File: src/rtl/logic_op_pipe_if.sv
// Request/result bundle for logic_op_pipe.
// The producer/consumer side uses master, the pipe uses slave.
interface logic_op_pipe_if #(
  parameter int WIDTH = 8,
  parameter int NCH   = 4,
  parameter int CHW   = 2
);
  logic                   IN_VALID;
  logic                   IN_READY;
  logic [2:0]             OP;
  logic [CHW-1:0]         CH;
  logic [WIDTH-1:0]       A;
  logic [WIDTH-1:0]       B;
  logic [WIDTH-1:0]       C;
  logic                   OUT_VALID;
  logic                   OUT_READY;
  logic [WIDTH-1:0]       OUT_DATA;
  logic [CHW-1:0]         OUT_CH;
  logic [NCH*WIDTH-1:0]   ACC;

  modport master (
    output IN_VALID, OP, CH, A, B, C,
    output OUT_READY,
    input  IN_READY, OUT_VALID,
    input  OUT_DATA, OUT_CH, ACC
  );

  modport slave (
    input  IN_VALID, OP, CH, A, B, C,
    input  OUT_READY,
    output IN_READY, OUT_VALID,
    output OUT_DATA, OUT_CH, ACC
  );
endinterface

File: src/rtl/logic_op_pipe.sv
// Two-stage logic-op pipeline with per-channel
// sticky-OR accumulators and valid/ready flow.
module logic_op_pipe #(
  parameter int WIDTH = 8,
  parameter int NCH   = 4,
  parameter int CHW   = 2,
  parameter int FIELD = 2
) (
  input logic          CLK,
  input logic          RST,
  logic_op_pipe_if.slave bus
);

  typedef struct packed {
    logic [2:0]       op;
    logic [CHW-1:0]   ch;
    logic [WIDTH-1:0] a;
    logic [WIDTH-1:0] b;
    logic [WIDTH-1:0] c;
  } req_t;

  localparam logic [2:0] OP_OR    = 3'd0;
  localparam logic [2:0] OP_NOT   = 3'd1;
  localparam logic [2:0] OP_EQ    = 3'd2;
  localparam logic [2:0] OP_MUX   = 3'd3;
  localparam logic [2:0] OP_RAND  = 3'd4;
  localparam logic [2:0] OP_RANDF = 3'd5;
  localparam logic [2:0] OP_ACC   = 3'd6;
  localparam logic [2:0] OP_CLR   = 3'd7;

  logic                       stall;
  logic                       adv;

  logic                       s1_vld_q, s1_vld_d;
  req_t                       s1_q, s1_d;

  logic                       out_vld_q, out_vld_d;
  logic [WIDTH-1:0]           out_data_q, out_data_d;
  logic [CHW-1:0]             out_ch_q, out_ch_d;

  logic [NCH-1:0][WIDTH-1:0]  acc_q, acc_d;
  logic [WIDTH-1:0]           acc_sel;
  logic [WIDTH-1:0]           res;

  assign stall = out_vld_q & ~bus.OUT_READY;
  assign adv   = ~stall;

  assign bus.IN_READY  = adv;
  assign bus.OUT_VALID = out_vld_q;
  assign bus.OUT_DATA  = out_data_q;
  assign bus.OUT_CH    = out_ch_q;
  assign bus.ACC       = acc_q;

  assign acc_sel = acc_q[s1_q.ch];

  // Stage-2 result for the request held in stage 1.
  always_comb begin
    res = '0;
    case (s1_q.op)
      OP_OR:    res = s1_q.a | s1_q.b;
      OP_NOT:   res = ~s1_q.b;
      OP_EQ:    res = {{(WIDTH-1){1'b0}},
                       (s1_q.a == s1_q.b)};
      OP_MUX:   res = (|s1_q.b) ? s1_q.a
                                : s1_q.c;
      OP_RAND:  res = {{(WIDTH-1){1'b0}},
                       (&s1_q.a)};
      OP_RANDF: res = {{(WIDTH-1){1'b0}},
                       (&s1_q.a[FIELD-1:0])};
      OP_ACC:   res = acc_sel | s1_q.a;
      OP_CLR:   res = '0;
      default:  res = '0;
    endcase
  end

  // Both stages and the accumulators move together unless stalled.
  always_comb begin
    s1_vld_d   = s1_vld_q;
    s1_d       = s1_q;
    out_vld_d  = out_vld_q;
    out_data_d = out_data_q;
    out_ch_d   = out_ch_q;
    acc_d      = acc_q;
    if (adv) begin
      s1_vld_d = bus.IN_VALID;
      if (bus.IN_VALID) begin
        s1_d.op = bus.OP;
        s1_d.ch = bus.CH;
        s1_d.a  = bus.A;
        s1_d.b  = bus.B;
        s1_d.c  = bus.C;
      end
      out_vld_d = s1_vld_q;
      if (s1_vld_q) begin
        out_data_d = res;
        out_ch_d   = s1_q.ch;
        if (s1_q.op == OP_ACC)
          acc_d[s1_q.ch] = res;
        if (s1_q.op == OP_CLR)
          acc_d[s1_q.ch] = '0;
      end
    end
  end

  // State registers; reset drops anything in flight.
  always_ff @(posedge CLK or posedge RST) begin
    if (RST) begin
      s1_vld_q   <= 1'b0;
      s1_q       <= '0;
      out_vld_q  <= 1'b0;
      out_data_q <= '0;
      out_ch_q   <= '0;
      acc_q      <= '0;
    end else begin
      s1_vld_q   <= s1_vld_d;
      s1_q       <= s1_d;
      out_vld_q  <= out_vld_d;
      out_data_q <= out_data_d;
      out_ch_q   <= out_ch_d;
      acc_q      <= acc_d;
    end
  end

endmodule

File: src/flat_wrapper.sv
// flat-port wrapper written by rule: the top's interface ports become plain ports
module logic_op_pipe_flat 
#(
  parameter int WIDTH = 8,
  parameter int NCH   = 4,
  parameter int CHW   = 2,
  parameter int FIELD = 2
)
  (CLK, RST, bus_IN_VALID, bus_OP, bus_CH, bus_A, bus_B, bus_C, bus_OUT_READY, bus_IN_READY, bus_OUT_VALID, bus_OUT_DATA, bus_OUT_CH, bus_ACC);
  logic_op_pipe_if #(.WIDTH(WIDTH), .NCH(NCH), .CHW(CHW)) bus_i ();
  input logic CLK;
  input logic RST;
  input wire logic [$bits(bus_i.IN_VALID)-1:0] bus_IN_VALID;
  input wire logic [$bits(bus_i.OP)-1:0] bus_OP;
  input wire logic [$bits(bus_i.CH)-1:0] bus_CH;
  input wire logic [$bits(bus_i.A)-1:0] bus_A;
  input wire logic [$bits(bus_i.B)-1:0] bus_B;
  input wire logic [$bits(bus_i.C)-1:0] bus_C;
  input wire logic [$bits(bus_i.OUT_READY)-1:0] bus_OUT_READY;
  output wire logic [$bits(bus_i.IN_READY)-1:0] bus_IN_READY;
  output wire logic [$bits(bus_i.OUT_VALID)-1:0] bus_OUT_VALID;
  output wire logic [$bits(bus_i.OUT_DATA)-1:0] bus_OUT_DATA;
  output wire logic [$bits(bus_i.OUT_CH)-1:0] bus_OUT_CH;
  output wire logic [$bits(bus_i.ACC)-1:0] bus_ACC;
  assign bus_i.IN_VALID = bus_IN_VALID;
  assign bus_i.OP = bus_OP;
  assign bus_i.CH = bus_CH;
  assign bus_i.A = bus_A;
  assign bus_i.B = bus_B;
  assign bus_i.C = bus_C;
  assign bus_i.OUT_READY = bus_OUT_READY;
  assign bus_IN_READY = bus_i.IN_READY;
  assign bus_OUT_VALID = bus_i.OUT_VALID;
  assign bus_OUT_DATA = bus_i.OUT_DATA;
  assign bus_OUT_CH = bus_i.OUT_CH;
  assign bus_ACC = bus_i.ACC;
  logic_op_pipe #(.WIDTH(WIDTH), .NCH(NCH), .CHW(CHW), .FIELD(FIELD)) u_core (.CLK(CLK), .RST(RST), .bus(bus_i));
endmodule
File: config.mk
export PLATFORM = sky130hd
export DESIGN_NAME = logic_op_pipe_flat
export DESIGN_NICKNAME = d
export VERILOG_FILES = /design/src/rtl/logic_op_pipe_if.sv /design/src/rtl/logic_op_pipe.sv /design/src/flat_wrapper.sv
export SDC_FILE = /design/constraint.sdc
export NUM_CORES = 1
export LEC_CHECK = 0
export CELL_PAD_IN_SITES_DETAIL_PLACEMENT = 1
export CELL_PAD_IN_SITES_GLOBAL_PLACEMENT = 1
export CORE_MARGIN = 3
export CORE_UTILIZATION = 37
export CTS_CLUSTER_DIAMETER = 100
export DETAILED_ROUTE_END_ITERATION = 12
export PLACE_DENSITY_LB_ADDON = 0.1
export SYNTH_ARGS = -nofsm -noshare
export SYNTH_HDL_FRONTEND = slang
export SYNTH_SLANG_ARGS = --single-unit
File: constraint.sdc
create_clock -name CLK -period 2.75 [get_ports CLK]
set_input_delay 0.825 -clock CLK [delete_from_list [all_inputs] [get_ports CLK]]
set_output_delay 0.825 -clock CLK [all_outputs]
set_load 0.02 [all_outputs]
==> impl_summary.md, run 1 <==
Die
For this configuration, the core starts out at a cell density of 38.4%. between 70 and 80 I/O pins were placed. The die covers between 0.01 and 0.015 mm^2.

The number of placement rows is 35. The die is 104 um wide. The die span in y is 104 um.

The core region is a little over 0.009 mm^2.

Yosys
The number of distinct library cell variants in the gate-level netlist after synthesis is 39. The mean instance size in the synthesized netlist is between 10 and 15 um^2. The synthesized instance count is 282. The count of yosys warnings during synthesis is 0. Of the post-synthesis cell area, the dominant cell type holds approximately half. The most repeated cell in the gate-level netlist after synthesis is dfrtp_1. The netlist area before placement is about 0.0036 mm^2. The dominant cell type by area after synthesis is dfrtp_1.

By count the netlist is led by 73 x dfrtp_1, 61 x mux2_2, 24 x mux2i_1. Counting every net in the synthesized netlist gives roughly 320. The commonest register cell after synthesis is dfrtp_1.

Counting flops with an async set or reset pin after synthesis yields a share of between 90% and 100%. The number of register bits inferred by synthesis is 73. By area the synthesized netlist is led by dfrtp_1 51%, mux2_2 19%, mux2i_1 6.7%.

The sequential cell area fraction in the yosys report is between 50% and 60%. Counting flops with a built-in enable in the synthesized netlist gives 0.

Cells and area
For this run, the share of the core covered by cells in the final layout is between 50% and 60%. The count of fill cells added during filler insertion is about 990. From synthesis to final layout, the design area changed by 34.7%. The fraction of final layout cells sized beyond drive strength 1 is 29.1%. In the final design database the tool counted between 400 and 500 nets.

With fillers left out, the area of the finished cells amounts to 0.00480 mm^2. The antenna diode count is 0.

Placement
Port buffering added 76 buffers. The congestion estimate from routability-driven global placement came to approximately 0.73. The half-perimeter wire length after placement is roughly 6.4 mm. At the placement stage, the worst setup path has a slack of -0.0711 ns. The post-detailed-placement cell area is ~0.0045 mm^2.

Detailed routing
The total iterations of the first detailed-routing run is 4. After detailed routing, the total wire length is 8.67 mm. After the first detailed-routing iteration, the DRC count stood at approximately 100. After detailed routing, the average wire length per cell comes to about 17 um. The routed via count is 2512.

For this run, design rule violations remaining after detail routing come to 0. The detail route stage leaves a number of antenna-violating nets equal to 0. The vias per cell is between 4 and 5.

Timing
The minimum period implied by the final worst setup slack is 2.54 ns. The clock tree skew after final layout is a little over 0.01 ns. The headroom to the max-slew limit is a little under a third.

On the final layout, the worst hold slack is just under 0.5 ns. The number of setup violations in the final report is 0. For the pin with the worst max-slew slack, the measured transition is between 1 and 1.5 ns. Static timing analysis puts the maximum clock frequency at roughly 400 MHz. The worst path setup slack after routing is ~0.21 ns. The number of endpoints with negative hold slack in the final report is 0. In the finished design, the share of the clock period the worst path needs comes to a little over 90%.

In the final timing run, aggregate negative setup slack is 0 ns. Setup repair after global routing left no endpoint under its margin. The max-slew violation count was 0.

Clock tree
The maximum level of the CTS H-tree is 3. The clock tree from TritonCTS is built. Clock tree synthesis selected as its root buffer the cell clkbuf_8. The clock transition at the registers of the reported paths is approximately 0.070 ns. The post-CTS setup-driven buffer insertion count is 0.

The clock reaches the later pin of the worst-skew pair after 0.34 ns. Buffers inserted during clock tree synthesis total 9. The tree built by TritonCTS fans out to between 70 and 80 sinks. The longest clock path from root to sink contains 2 buffers.

Min path
The min-delay analysis places its worst path in the category reg2reg.

Critical path
In this run the worst path has a maximum fanout of 2. The kind of end point of the critical path is an output port. For the worst setup path, the data required time is 1.93 ns. The worst setup path is launched from an input pin.

The type of the worst setup path is in2out. At the worst endpoint, the arrival time is between 1.5 and 2 ns.

Global routing
The maximum number of pins on one net before global-route repair is 74. The via count of the first global-routing pass came to about 2.7k. The number of antenna violations at the first check in global routing is 0. The first global-routing pass estimated around 14 mm of wire. For this run the aggregate overflow at the end of global routing stands at 0. Across every metal layer, demand over resource in global routing totals between 10% and 20%.

Power
The worst vdd rail ir drop is 0.300 mV. In this run the static leakage power is approximately 2.1 nW. Dividing total power by cell area gives a power density of a little under 1000 mW/mm^2.

Run status
The run finished with clean final reports.

Job
The max capacitance violation total is 0.
cell type report:
cell class                      instances  area [um^2]  share of cell area, %
Sequential cell                        73         1830                   38.0
Multi-Input combinational cell        194         1650                   34.3
Inverter                                3         11.3                  0.234
Tap cell                              129          161                   3.36
Clock buffer                           12          155                   3.23
Timing Repair Buffer                   88          900                   18.7
Clock inverter                          4         98.8                   2.06
cells by family (layout without fill, tap and decap cells):
| family | count (synthesis) | count (layout) | share of synthesized area [%] |
|---|---|---|---|
| xor gates and xnor gates | 8 | 8 | 1.97 |
| muxes | 85 | 85 | 26.0 |
| and+or+nand+nor | 65 | 65 | 10.0 |
| AOI/OAI and AO/OA | 36 | 36 | 8.25 |
| buffers and inverters | 15 | 107 | 2.49 |
| DFF | 73 | 73 | 51.2 |
path summary, 6_finish.rpt:
path	startpoint	to	slack (ns)	cells after the start
hold / removal	u_core.bus.OUT_CH[0]	u_core.bus.OUT_CH[0]	0.50	2
setup / recovery	bus_OUT_READY	bus_IN_READY	0.21	3
min in group asynchronous	RST	u_core.bus.ACC[7]	0.89	3
setup reg to reg	u_core.s1_q[24]	u_core.bus.ACC[25]	0.54	5
hold reg to reg	u_core.bus.OUT_CH[0]	u_core.bus.OUT_CH[0]	0.50	2
max in group asynchronous	RST	u_core.s1_q[10]	1.55	3
layer usage:
layer / GRT usage [%] / wire length (um) / vias to the layer above
li1: - / - / 1189
met1: 23.9 / 4300 / 1246
met2: 25.7 / 3930 / 66
met3: 2.61 / 317 / 11
met4: 5.79 / 128 / 0
met5: 0 / 0 / -
critical path, cell delays in order:
cell,delay (ns)
clkdlybuf4s50_1,0.45
nand2b_2,0.11
dlygate4sd2_1,0.33
placed cells by master, fill, tap and decap left out, types with 3 or more instances in the layout:
cell type and count:
clkdlybuf4s50_1 75, dfrtp_1 73, mux2_2 61, mux2i_1 24, nand2_1 21, nor2_1 12
clkbuf_8 11, xor2_1 8, buf_4 8, o211ai_1 7, a22oi_1 6, a21oi_2 6
o211a_1 6, nor4_1 4, nor3_1 4, or3_1 4, buf_12 4, nor2_2 3
o21ai_0 3, bufinv_16 3
where the power goes:
group / switching [mW] / internal (mW)
combinational: 0.838 / 0.982
sequential: 0.373 / 1.43
clock: 0.391 / 0.655
repair_timing:
| action | in CTS | in global routing |
|---|---|---|
| setup endpoints to repair | 1 | 0 |
| hold buffers | 0 | 0 |
| resized for setup | 1 | 0 |
state kept, by name, summed over array words and instances (netlist names):
| signal | cells |
|---|---|
| u_core.bus.ACC | 32 |
| u_core.bus.OUT_CH | 2 |
| u_core.bus.OUT_DATA | 8 |
| u_core.bus.OUT_VALID | 1 |
| u_core.s1_q | 29 |
| u_core.s1_vld_q | 1 |
per-stage QoR:
| step | cells | power (mW) |
|---|---|---|
| 2_1_floorplan | 282 | 2.78 |
| 3_3_place_gp | 487 | 3.62 |
| 3_5_place_dp | 487 | 3.67 |
| 4_1_cts | 503 | 4.73 |
| 5_1_grt | 503 | 4.95 |
| 6_report | 503 | 4.67 |
(Power assumes the default switching activity.)
==> run 2: changes to the inputs <==
--- a/config.mk
+++ b/config.mk
@@ -11,7 +11,7 @@
 export CORE_UTILIZATION = 37
 export CTS_CLUSTER_DIAMETER = 100
 export DETAILED_ROUTE_END_ITERATION = 12
-export PLACE_DENSITY_LB_ADDON = 0.1
+export PLACE_DENSITY = 0.73
 export SYNTH_ARGS = -nofsm -noshare
 export SYNTH_HDL_FRONTEND = slang
 export SYNTH_SLANG_ARGS = --single-unit
==> run 2 against run 1 <==
Combinational power is essentially flat. Non-clock buffer count grew 1. Utilization shrank 0.75 points. Sequential share of layout area grew 0.56 points. Critical path depth is the same. Cell count is the same. Highest routed layer unchanged.
==> impl_summary.md, run 2 (synthesis gave the netlist of run 1 again) <==
Cells and area
The final cell count without fillers is between 500 and 600. The number of flip-flops in the largest register is 32. The synthesis-to-layout area growth is 32.7%. The fraction of final layout cells sized beyond drive strength 1 is just under 30%. The library cell used most frequently in the layout, excluding fill and tap cells, is clkdlybuf4s50_1.

The library cells used most frequently in the layout, excluding fill and tap cells, are 75 x clkdlybuf4s50_1, 73 x dfrtp_1, 61 x mux2_2, 24 x mux2i_1, 21 x nand2_1. The repair_antennas step left the layout with diodes totalling 0. Cells fill about half of the core in the end.

For this run, the post-layout net count is about 400.

Power
The share of total power in the clock network is between 10% and 20%. The power per standard cell area is approximately 930 mW/mm^2. Cell internal power was estimated by the tool at 2.83 mW.

The fraction of power spent switching nets is 36.1%. The switching power is ~1.6 mW. The worst-case IR drop observed on VDD is a little under 0.3 mV.

The sequential cell fraction of total power is 40.6%. Combinational logic burns 41.6% of the power. The leakage component of the power is around 2.1 nW.

Timing
The number of endpoints with negative hold slack in the final report is 0. The number of setup violations in the final report is 0. The minimum period implied by the final worst setup slack is 2.54 ns. Setup repair after global routing left no endpoint under its margin. At the pin with the least slew margin, the transition time is roughly 1.1 ns. The max-slew violation count is 0.

The clock tree skew after final layout is approximately 0.0086 ns. The headroom to the max-slew limit is between 20% and 30%. Derived from the worst setup path, the maximum achievable clock frequency is about 400 MHz. Hold timing on the final database bottoms out at a slack of ~0.49 ns. Of the available clock period, the critical path in the final layout requires between 90% and 100%.

Min path
The class of the tightest hold or removal check is reg2reg. The startpoint of the lowest-slack hold path is u_core.bus.OUT_CH[1]. The count of cells along the worst hold path is 2. The endpoint of the worst hold-timing path is u_core.bus.OUT_CH[1].

Critical path
The largest individual stage delay along the critical path comes from the cell clkdlybuf4s50_1. For the worst setup path, the data required time is roughly 1.9 ns. The capture point of the worst reg-to-reg path is u_core.bus.ACC[24]. In this run the register-to-register setup slack is approximately 0.5 ns. Broken down by cell family, the worst path's largest delay share belongs to buffers and inverters. The critical path goes through clkdlybuf4s50_1 > nand2b_2 > dlygate4sd2_1. Counting cells, the worst reg-to-reg path comes to 5. The data arrival time of the critical path is roughly 1.7 ns. In this run the critical register-to-register path is launched from u_core.s1_q[24]. In this design, the stage delay of the slowest critical-path cell is ~0.45 ns. The startpoint class of the critical path is an input pin.

STA classifies the critical path endpoint as an output port. The largest fanout on the critical path is 2. By startpoint and endpoint, the worst setup path is classified as in2out.

The number of buffers and inverters on the critical path is 2.

Clock tree
TritonCTS built the clock tree. After clock tree synthesis, the clock-pin slew on the worst setup and hold paths is roughly 0.07 ns. The CTS buffer count is 9. In this run the clock root is driven by a clkbuf_8. Once the clock tree was built, the setup fixing pass inserted 0 buffers.

The number of buffers inserted for hold repair after clock tree synthesis is 0. The clock latency reported for the late side of the worst-skew pair is around 0.34 ns. CTS saw 73 sinks. The number of buffers on the longest clock path is 2. The maximum level of the CTS H-tree is 3.

Die
The die span in y is 104 um. Pin placement for this block handled slightly below 80 I/O pins. The floorplan step defined a die boundary enclosing 0.0108 mm^2. The core box area is 0.00928 mm^2. The initial cell density of the core is a little under two fifths. The die span in x is 104 um. After floorplanning, the core was divided into 35 placement rows.

Global routing
The via count of the first global-routing pass came to around 2.8k. Entering global routing, the biggest net connects 74 pins. The first global-routing pass estimated about 15 mm of wire. The total grt overflow is 0. Across every metal layer, demand over resource in global routing totals between 10% and 20%.

The number of antenna violations at the first check in global routing is 0.

Placement
Counting tap cells, the placed design contains a total of 488 instances. The half-perimeter wire length after placement is about 6.6 mm. The count of buffers added on input and output ports is between 70 and 80.

The congestion estimate from routability-driven global placement came to 0.790.

Detailed routing
Summing over every cut layer, the via total after detailed routing is about 2.5k. The number of DRC violations after detailed-routing iteration 0 is 105. The total iterations of the first detailed-routing run is 4. In the final routed layout, each cell accounts on average for 17.6 um. The routed wire length is roughly 8.8 mm. The detailed-route DRC error count is 0. In this run the remaining antenna-violating nets after routing total 0. The vias per cell is 5.07.

Run status
The flow ran to the end, and the final reports show no timing, DRC or antenna violations.

Job
The max capacitance violation total is 0.
[run 2: cell count changes in the layout (fill, tap and decap cells not counted), sizes merged]
cell,previous run,this run
buf,12,13
bufinv,3,1
clkbuf,12,11
clkinv,1,3
[run 2: metrics by stage]
step	cell area [um^2]	setup slack, ns	power (mW)	TNS (ns)
after floorplan	3560	0.0717	2.78	0
after global placement	4560	-0.0648	3.61	-0.0648
after detailed placement	4560	-0.0611	3.68	-0.0611
after CTS	4730	0.206	4.48	0
after global routing	4730	0.163	4.70	0
final	4730	0.212	4.42	0
[run 2: worst max-delay path by stage]
stage / from / endpoint / slack (ns) / cells past startpoint
finish: bus_OUT_READY / bus_IN_READY / 0.21 / 3
CTS: bus_OUT_READY / bus_IN_READY / 0.21 / 3
global route: bus_OUT_READY / bus_IN_READY / 0.16 / 3
global placement: bus_OUT_READY / bus_IN_READY / -0.06 / 3
detailed placement: bus_OUT_READY / bus_IN_READY / -0.06 / 3
floorplan: RST / u_core.bus.ACC[0] / 0.07 / 1
[run 2: final cells by class]
type                       instances  area, um^2
clock buffer                      11         131
clock inverter                     4        45.0
fill                            1010        4550
inverter                           3        11.3
multi-input combinational        194        1650
sequential                        73        1830
tap                              129         161
timing repair buffer              89         907
[run 2: worst reg2reg max path: cells and delay by family, from the launching register on]
| family | cells | cell delay [ns] |
|---|---|---|
| AOI/OAI and AO/OA | 2 | 0.31 |
| muxes | 2 | 0.65 |
| and+or+nand+nor | 1 | 0.13 |
| DFF | 1 | 1.05 |
[run 2: per-layer routing]
| metal | part of all wire (%) | vias to the layer above | wire length, um | track usage [%] |
|---|---|---|---|---|
| li1 | - | 1199 | - | - |
| met1 | 46 | 1284 | 4040 | 22.5 |
| met2 | 50 | 57 | 4400 | 29.0 |
| met3 | 3.3 | 8 | 291 | 3.10 |
| met4 | 1.3 | 0 | 113 | 4.84 |
| met5 | 0 | - | 0 | 0 |
[run 2: what timing repair did]
| item | CTS | global route |
|---|---|---|
| endpoints found under the hold margin | 0 | 0 |
| gates resized for setup | 1 | 0 |
| setup endpoints to repair | 1 | 0 |
[run 2: power groups by stage]
stage	combinational, mW	sequential (mW)	clock [mW]
2_1_floorplan	0.732	2.05	0
3_3_place_gp	1.81	1.80	0
3_5_place_dp	1.86	1.82	0
4_1_cts	1.87	1.80	0.816
5_1_grt	1.98	1.86	0.868
6_report	1.84	1.80	0.790
